**src/rtl/adder_seq_pkg.sv**
```systemverilog
// Shared types and defaults for the adder operand sequencer.
package adder_seq_pkg;

  typedef enum logic [2:0] {
    IDLE   = 3'd0,
    SEND_A = 3'd1,
    SEND_B = 3'd2,
    WAIT   = 3'd3,
    HOLD   = 3'd4
  } state_t;

  localparam int DEF_WIDTH       = 8;
  localparam int DEF_WAIT_CYCLES = 2;
  localparam int DEF_CNT_W       = 8;

  // A zero-cycle wait still needs a one-bit counter so the port widths stay legal.
  function automatic int wait_cnt_w(input int wait_cycles);
    return (wait_cycles > 0) ? $clog2(wait_cycles + 1) : 1;
  endfunction

endpackage

```
**src/rtl/adder_operand_sequencer.sv**
```systemverilog
// Host-to-adder operand sequencer: takes an (A,B) pair, beats A then B onto the
// adder bus, waits the adder latency, captures the result and hands it back.
module adder_operand_sequencer
  import adder_seq_pkg::*;
#(
  parameter int WIDTH       = DEF_WIDTH,
  parameter int WAIT_CYCLES = DEF_WAIT_CYCLES,
  parameter int CNT_W       = DEF_CNT_W
) (
  input  logic             clk,
  input  logic             reset,
  input  logic             in_valid,
  output logic             in_ready,
  input  logic [WIDTH-1:0] in_a,
  input  logic [WIDTH-1:0] in_b,
  output logic [WIDTH-1:0] adder_a,
  output logic             adder_ena,
  input  logic [WIDTH-1:0] adder_z,
  output logic             res_valid,
  input  logic             res_ready,
  output logic [WIDTH-1:0] res_data,
  output logic [CNT_W-1:0] op_count
);

  localparam int WC_W = wait_cnt_w(WAIT_CYCLES);
  localparam logic [WC_W-1:0] WC_LOAD = WC_W'((WAIT_CYCLES > 0) ? WAIT_CYCLES - 1 : 0);

  state_t           state_q, state_d;
  logic [WC_W-1:0]  cnt_q, cnt_d;
  logic [WIDTH-1:0] b_q, b_d;
  logic [WIDTH-1:0] adder_a_q, adder_a_d;
  logic             adder_ena_q, adder_ena_d;
  logic             res_valid_q, res_valid_d;
  logic [WIDTH-1:0] res_data_q, res_data_d;
  logic [CNT_W-1:0] op_count_q, op_count_d;
  logic             accept;
  logic             capture;
  logic             deliver;

  assign accept  = (state_q == IDLE) && in_valid;
  // The result is sampled on the edge that leaves the wait window (or SEND_B when there is none).
  assign capture = ((state_q == SEND_B) && (WAIT_CYCLES == 0)) ||
                   ((state_q == WAIT) && (cnt_q == '0));
  assign deliver = (state_q == HOLD) && res_valid_q && res_ready;

  always_ff @(posedge clk or posedge reset) begin
    if (reset) begin
      state_q <= IDLE;
      cnt_q   <= '0;
    end else begin
      state_q <= state_d;
      cnt_q   <= cnt_d;
    end
  end

  always_comb begin
    state_d = state_q;
    cnt_d   = cnt_q;
    b_d     = b_q;
    case (state_q)
      IDLE: begin
        if (accept) begin
          state_d = SEND_A;
          b_d     = in_b;
        end
      end
      SEND_A: state_d = SEND_B;
      SEND_B: begin
        if (WAIT_CYCLES == 0) begin
          state_d = HOLD;
        end else begin
          state_d = WAIT;
          cnt_d   = WC_LOAD;
        end
      end
      WAIT: begin
        if (cnt_q == '0) state_d = HOLD;
        else             cnt_d   = cnt_q - WC_W'(1);
      end
      HOLD: begin
        if (deliver) state_d = IDLE;
      end
      default: state_d = IDLE;
    endcase
  end

  // Outputs are registered, so each is computed for the state being entered.
  always_comb begin
    adder_a_d   = '0;
    adder_ena_d = 1'b0;
    res_valid_d = res_valid_q;
    res_data_d  = res_data_q;
    op_count_d  = op_count_q;
    if (accept) begin
      adder_a_d   = in_a;
      adder_ena_d = 1'b1;
    end else if (state_q == SEND_A) begin
      adder_a_d   = b_q;
      adder_ena_d = 1'b1;
    end
    if (capture) begin
      res_valid_d = 1'b1;
      res_data_d  = adder_z;
    end
    if (deliver) begin
      res_valid_d = 1'b0;
      op_count_d  = op_count_q + CNT_W'(1);
    end
  end

  always_ff @(posedge clk or posedge reset) begin
    if (reset) begin
      adder_a_q   <= '0;
      adder_ena_q <= 1'b0;
      res_valid_q <= 1'b0;
      res_data_q  <= '0;
      op_count_q  <= '0;
    end else begin
      adder_a_q   <= adder_a_d;
      adder_ena_q <= adder_ena_d;
      res_valid_q <= res_valid_d;
      res_data_q  <= res_data_d;
      op_count_q  <= op_count_d;
    end
  end

  always_ff @(posedge clk) begin
    b_q <= b_d;
  end

  assign in_ready  = (state_q == IDLE);
  assign adder_a   = adder_a_q;
  assign adder_ena = adder_ena_q;
  assign res_valid = res_valid_q;
  assign res_data  = res_data_q;
  assign op_count  = op_count_q;

endmodule

```
**config.mk**
```make
export PLATFORM = sky130hd
export DESIGN_NAME = adder_operand_sequencer
export DESIGN_NICKNAME = d
export VERILOG_FILES = /design/src/rtl/adder_seq_pkg.sv /design/src/rtl/adder_operand_sequencer.sv
export SDC_FILE = /design/constraint.sdc
export NUM_CORES = 1
export LEC_CHECK = 0
export CORE_ASPECT_RATIO = 1.2
export CORE_MARGIN = 3
export CORE_UTILIZATION = 39
export CTS_CLUSTER_SIZE = 16
export DETAILED_ROUTE_END_ITERATION = 7
export PLACE_DENSITY_LB_ADDON = 0.25
export SLEW_MARGIN = 20
export SYNTH_ARGS = -nofsm -noshare
export SYNTH_HDL_FRONTEND = slang
export SYNTH_SLANG_ARGS = --single-unit
```
**constraint.sdc**
```tcl
create_clock -name clk -period 1.79 [get_ports clk]
set_clock_uncertainty 0.1 [all_clocks]
set_input_delay 0.358 -clock clk [delete_from_list [all_inputs] [get_ports clk]]
set_output_delay 0.358 -clock clk [all_outputs]
set_load 0.01 [all_outputs]
```
* Word level (Yosys, flattened, before mapping)
Index checks and enable logic that the tools add are counted.
** Word-level totals
- Bits in registers :: 39
- Input bits :: 28
- Output and inout bits :: 27
- Word-level logic and storage cells :: 41
** Operators by class
- Add/subtract/negate cells :: 2
- Equal/unequal tests :: 8
- Multiplexer cells :: 12
- Reduce and logical (&&, ||, !) cells :: 11
** Operator list (number)
- $mux W8 :: 2
- $pmux W3 S5 :: 1
- $mux W3 :: 3
- $add A8 B1 Y8 const B :: 1
- $eq A3 B2 Y1 const B :: 2
- $logic_and A1 B1 Y1 :: 4
- $mux W1 :: 4
- $ne A2 B1 Y1 const B :: 2
- $ne A2 B2 Y1 const B :: 2
- $pmux W2 S2 :: 1
- $reduce_and A2 Y1 :: 2
- $reduce_bool A2 Y1 :: 2
- $eq A3 B1 Y1 const B :: 1
- $eq A3 B3 Y1 const B :: 1
- $logic_not A3 Y1 :: 1
- $reduce_and A3 Y1 :: 1
- $logic_not A2 Y1 :: 1
- $mux W2 :: 1
- $sub A2 B1 Y2 const B :: 1

* Logic depth before layout (Yosys ltp)
- Depth in word-level cells :: 5
- Depth in mapped cells :: 5
- Depth with buffers taken out :: 5

* Worst setup path before layout
Ideal clock, no wire load.
- Path type :: register to register
- From :: reg state_q[2]
- To :: reg b_q[0] (enable)
- Setup time :: 375 ps
- Arrival :: 1451 ps
- Data required time :: 1315 ps
- Slack :: -136 ps
- Cell stages (with the launch flop) :: 5
- Path buffers :: 2
- Clock period less this slack :: 1926 ps
- Cell sequence :: dfrtp_1 -> buf_4 -> nor3_1 -> and2_1 -> clkbuf_1
** On the way
- Cells in the longest elaborated chain, start to end :: 3
** Ends and longest elaborated chain
- start: declaration :: RTL line adder_operand_sequencer.sv:28 : state_t state_q, state_d;
- start signal: assignment :: RTL line adder_operand_sequencer.sv:51 : state_q <= state_d;
- $logic_not A3 Y1 (*)
- named net in_ready :: RTL line adder_operand_sequencer.sv:13 : output logic in_ready,
- $logic_and A1 B1 Y1 :: RTL line adder_operand_sequencer.sv:40 : assign accept = (state_q == IDLE) && in_valid;
- $reduce_and A2 Y1 (no source line) (*)
- end signal: assignment :: RTL line adder_operand_sequencer.sv:128 : b_q <= b_d;
- end: declaration :: RTL line adder_operand_sequencer.sv:30 : logic [WIDTH-1:0] b_q, b_d;
The timed path passes the listed nets; every way through them passes the cells marked *.
A chain may end at the register's enable or synchronous reset.

* Worst setup path in the final report
- From :: reg op_count_q[4] (netlist: op_count[4])
- To :: out op_count[4]
** RTL lines
- start: declaration :: RTL line adder_operand_sequencer.sv:35 : logic [CNT_W-1:0] op_count_q, op_count_d;
- start signal: assignment :: RTL line adder_operand_sequencer.sv:123 : op_count_q <= op_count_d;
- end: declaration :: RTL line adder_operand_sequencer.sv:22 : output logic [CNT_W-1:0] op_count
No word-level cell between the ends.

==> flow_metrics.env <==
export IMPL_mostFrequentLayoutCell="clkdlybuf4s50_1"
export IMPL_cp_cell_sequence="clkdlybuf4s50_1"
export IMPL_critical_path_top_delay_family="buffers and inverters"
export IMPL_grt_overflow_total=0
export IMPL_outcome="complete, no violations"
export IMPL_synthCells=111
export IMPL_stdcell_area_um2=2285
export IMPL_startpoint_type="register"
export IMPL_hold_violations=0
export IMPL_fin_util_pct=61.86
export IMPL_antenna_left=0
export IMPL_cpPeakStageDelay_ps=560
export IMPL_wl_per_cell_um=13.15
export IMPL_crit_path_start="op_count[4]"
export IMPL_core_um2=3694
export IMPL_cp_end_kind="output pin"
export IMPL_path_buf_inv=1
export IMPL_grt_pass1_vias=1114
export IMPL_avgSynthCellArea_um2=13.75
export IMPL_worst_pin_slew_ps=380.2
export IMPL_cp_max_fo=5
export IMPL_grt_util_met2_pct=24.03
export IMPL_antennaDiodeCount=0
export IMPL_hold_class="in2async"
export IMPL_clock_sinks=39
export IMPL_die_x_um=63.11
export IMPL_regToRegEndpoint="op_count[5]"
export IMPL_cts_htree_levels=2
export IMPL_slew_headroom_pct=74.65
export IMPL_die_area_um2=4704
export IMPL_switching_share_pct=29.09
export IMPL_fin_setup_tns_ps=0
export IMPL_syn_area_um2=1526
export IMPL_grt_use_met3_pct=7.402
export IMPL_p_leak_nw=0.9920
export IMPL_place_gp_congestion=0.7581
export IMPL_maxCapViolations=0
export IMPL_r2r_slack_ps=80
export IMPL_critical_path_arrival_ps=1270
export IMPL_yosysWarnings=0
export IMPL_yosysSeqAreaShare_pct=66.56
export IMPL_syn_to_final_growth_pct=49.67
export IMPL_setup_viol=0
export IMPL_grt_pass1_wl_um=4919
export IMPL_avgViaCountPerCell=4.833
export IMPL_synth_nets=141
export IMPL_ir_worst_vdd_mv=0.7147
export IMPL_cts_hold_fix_buffers=0
export IMPL_grtUsageMet1_pct=13.92
export IMPL_clkPwrFrac_pct=21.4
export IMPL_worst_path_max_delay_cell="clkdlybuf4s50_1"
export IMPL_clock_latency_ps=280
export IMPL_place_hpwl_um=2318
export IMPL_cts_tree="built"
export IMPL_reg2reg_from="state_q[0]"
export IMPL_placementRows=24
export IMPL_drtPass1Iterations=4
export IMPL_p_seq_share_pct=41.0
export IMPL_grtUsageTotal_pct=13.95
export IMPL_synth_cell_types=29
export IMPL_grt_max_degree=32
export IMPL_power_density_nw_per_um2=1413
export IMPL_p_comb_share_pct=37.6
export IMPL_placed_area_um2=2170
export IMPL_initial_utilization_pct=41.33
export IMPL_drt_iter0_drc=42
export IMPL_internal_power_mw=2.289
export IMPL_ys_ff_latch=39
export IMPL_reg2reg_depth=3
export IMPL_root_buffer="clkbuf_8"
export IMPL_grt_setup_unrepaired="false"
export IMPL_clk_pin_slew_worst_paths_ps=70
export IMPL_num_vias=1102
export IMPL_dieHeight_um=74.54
export IMPL_dp_cells=220
export IMPL_max_freq_mhz=578.7
export IMPL_cts_buffers=5
export IMPL_drv_slew=0
export IMPL_fin_crit_sh_pct=96.54
export IMPL_ys_dominant_reg_cell="dfrtp_1"
export IMPL_fin_nets=205
export IMPL_crit_required_ps=1330
export IMPL_routed_wl_um=2999
export IMPL_grt_busiest_layer="met2"
export IMPL_crit_type="reg2out"
export IMPL_clock_path_buffers=2
export IMPL_route_detailed_drc=0
export IMPL_mostFrequentLayoutCells="clkdlybuf4s50_1 (53), dfrtp_1 (30), mux2_2 (9)"
export IMPL_n_fill_cell=312
export IMPL_fin_crit_ps=1728
export IMPL_async_flop_share_pct=79.49
export IMPL_drive_gt1_share_pct=15.34
export IMPL_power_switching_mw=0.9394
export IMPL_stdcell_count=228
export IMPL_io_pins=55
export IMPL_synth_edf_count=8
export IMPL_port_buffers=54
export IMPL_antenna_found_initial=0
## synth_stat cells (all sizes together) (2+ instances only)
master	n	area, µm²
buf	3	23.77
nor2	3	11.26
nand3	2	10.01
a21oi	2	10.01
dfrtp	31	775.7
nand2b	2	12.51
mux2	9	101.4
o21ai	2	10.01
nand4	2	12.51
nor4	3	18.77
and2	2	12.51
ha	2	25.02
nand2	4	15.01
inv	7	26.28
a22o	8	70.07
nor3	6	30.03
edfxtp	8	240.2
xor2	6	52.55
## cell families (layout without fill, tap and decap cells)
family,count (synthesis),after routing,share of synthesized area [%]
muxes,9,9,6.640
AOI/OAI and AO/OA,16,16,8.197
DFF,39,39,66.56
buffers and inverters,11,76,3.524
xor gates and xnor gates,7,7,4.016
and+or+nand+nor,27,27,9.426
adders and majority gates,2,2,1.639
## worst max path at each step
stage | depth (start not counted) | slack (ps) | endpoint
2_1_floorplan | 5 | 90 | op_count[1]
3_3_place_gp | 2 | 70 | in_ready
3_5_place_dp | 4 | 50 | op_count[5]
4_1_cts | 5 | 40 | res_data[5]
5_1_grt | 1 | 8 | res_valid
6_report | 1 | 60 | op_count[4]
## power by group through the flow
stage,clock network [mW],registers (mW),logic [mW]
6_report,0.691,1.33,1.21
5_1_grt,0.754,1.36,1.33
4_1_cts,0.712,1.33,1.23
3_5_place_dp,0,1.34,1.23
3_3_place_gp,0,1.33,1.19
2_1_floorplan,0,1.41,0.539
## sequential cells by signal, summed over array words and instances, names as in the netlist
signal and count:
state_q 3, cnt_q 2, res_valid 1, op_count 8
b_q 8, adder_a 8, adder_ena 1, res_data 8
## stage by stage
stage / power (mW) / setup WS (ps) / hold WS, ps
3_3_place_gp: 2.524 / 72.15 / 349.1
4_1_cts: 3.267 / 44.93 / 359.7
3_5_place_dp: 2.566 / 54.05 / 355.2
2_1_floorplan: 1.953 / 87.97 / 342.8
6_report: 3.229 / 61.98 / 347.1
5_1_grt: 3.443 / 8.242 / 386.6
## final cells by class
type                            instances  area [µm²]  area share [%]
Clock inverter                          3       38.79           1.698
Multi-Input combinational cell         61       464.2           20.32
Tap cell                               52       65.06           2.848
Inverter                                7       26.28           1.150
Clock buffer                            5       68.82           3.012
Sequential cell                        39        1017           44.52
Timing Repair Buffer                   61       604.3           26.45
## per-layer routing
layer  wire [µm]  vias up
li1            -      522
met1        1090      534
met2        1578       41
met3         281        5
met4          49        0
met5           0        -
## what timing repair did
action,in CTS,in global routing
setup buffers,0,0
resized for setup,2,2
setup endpoints to repair,1,9
No activity file was read; power rests on OpenSTA's default activity.
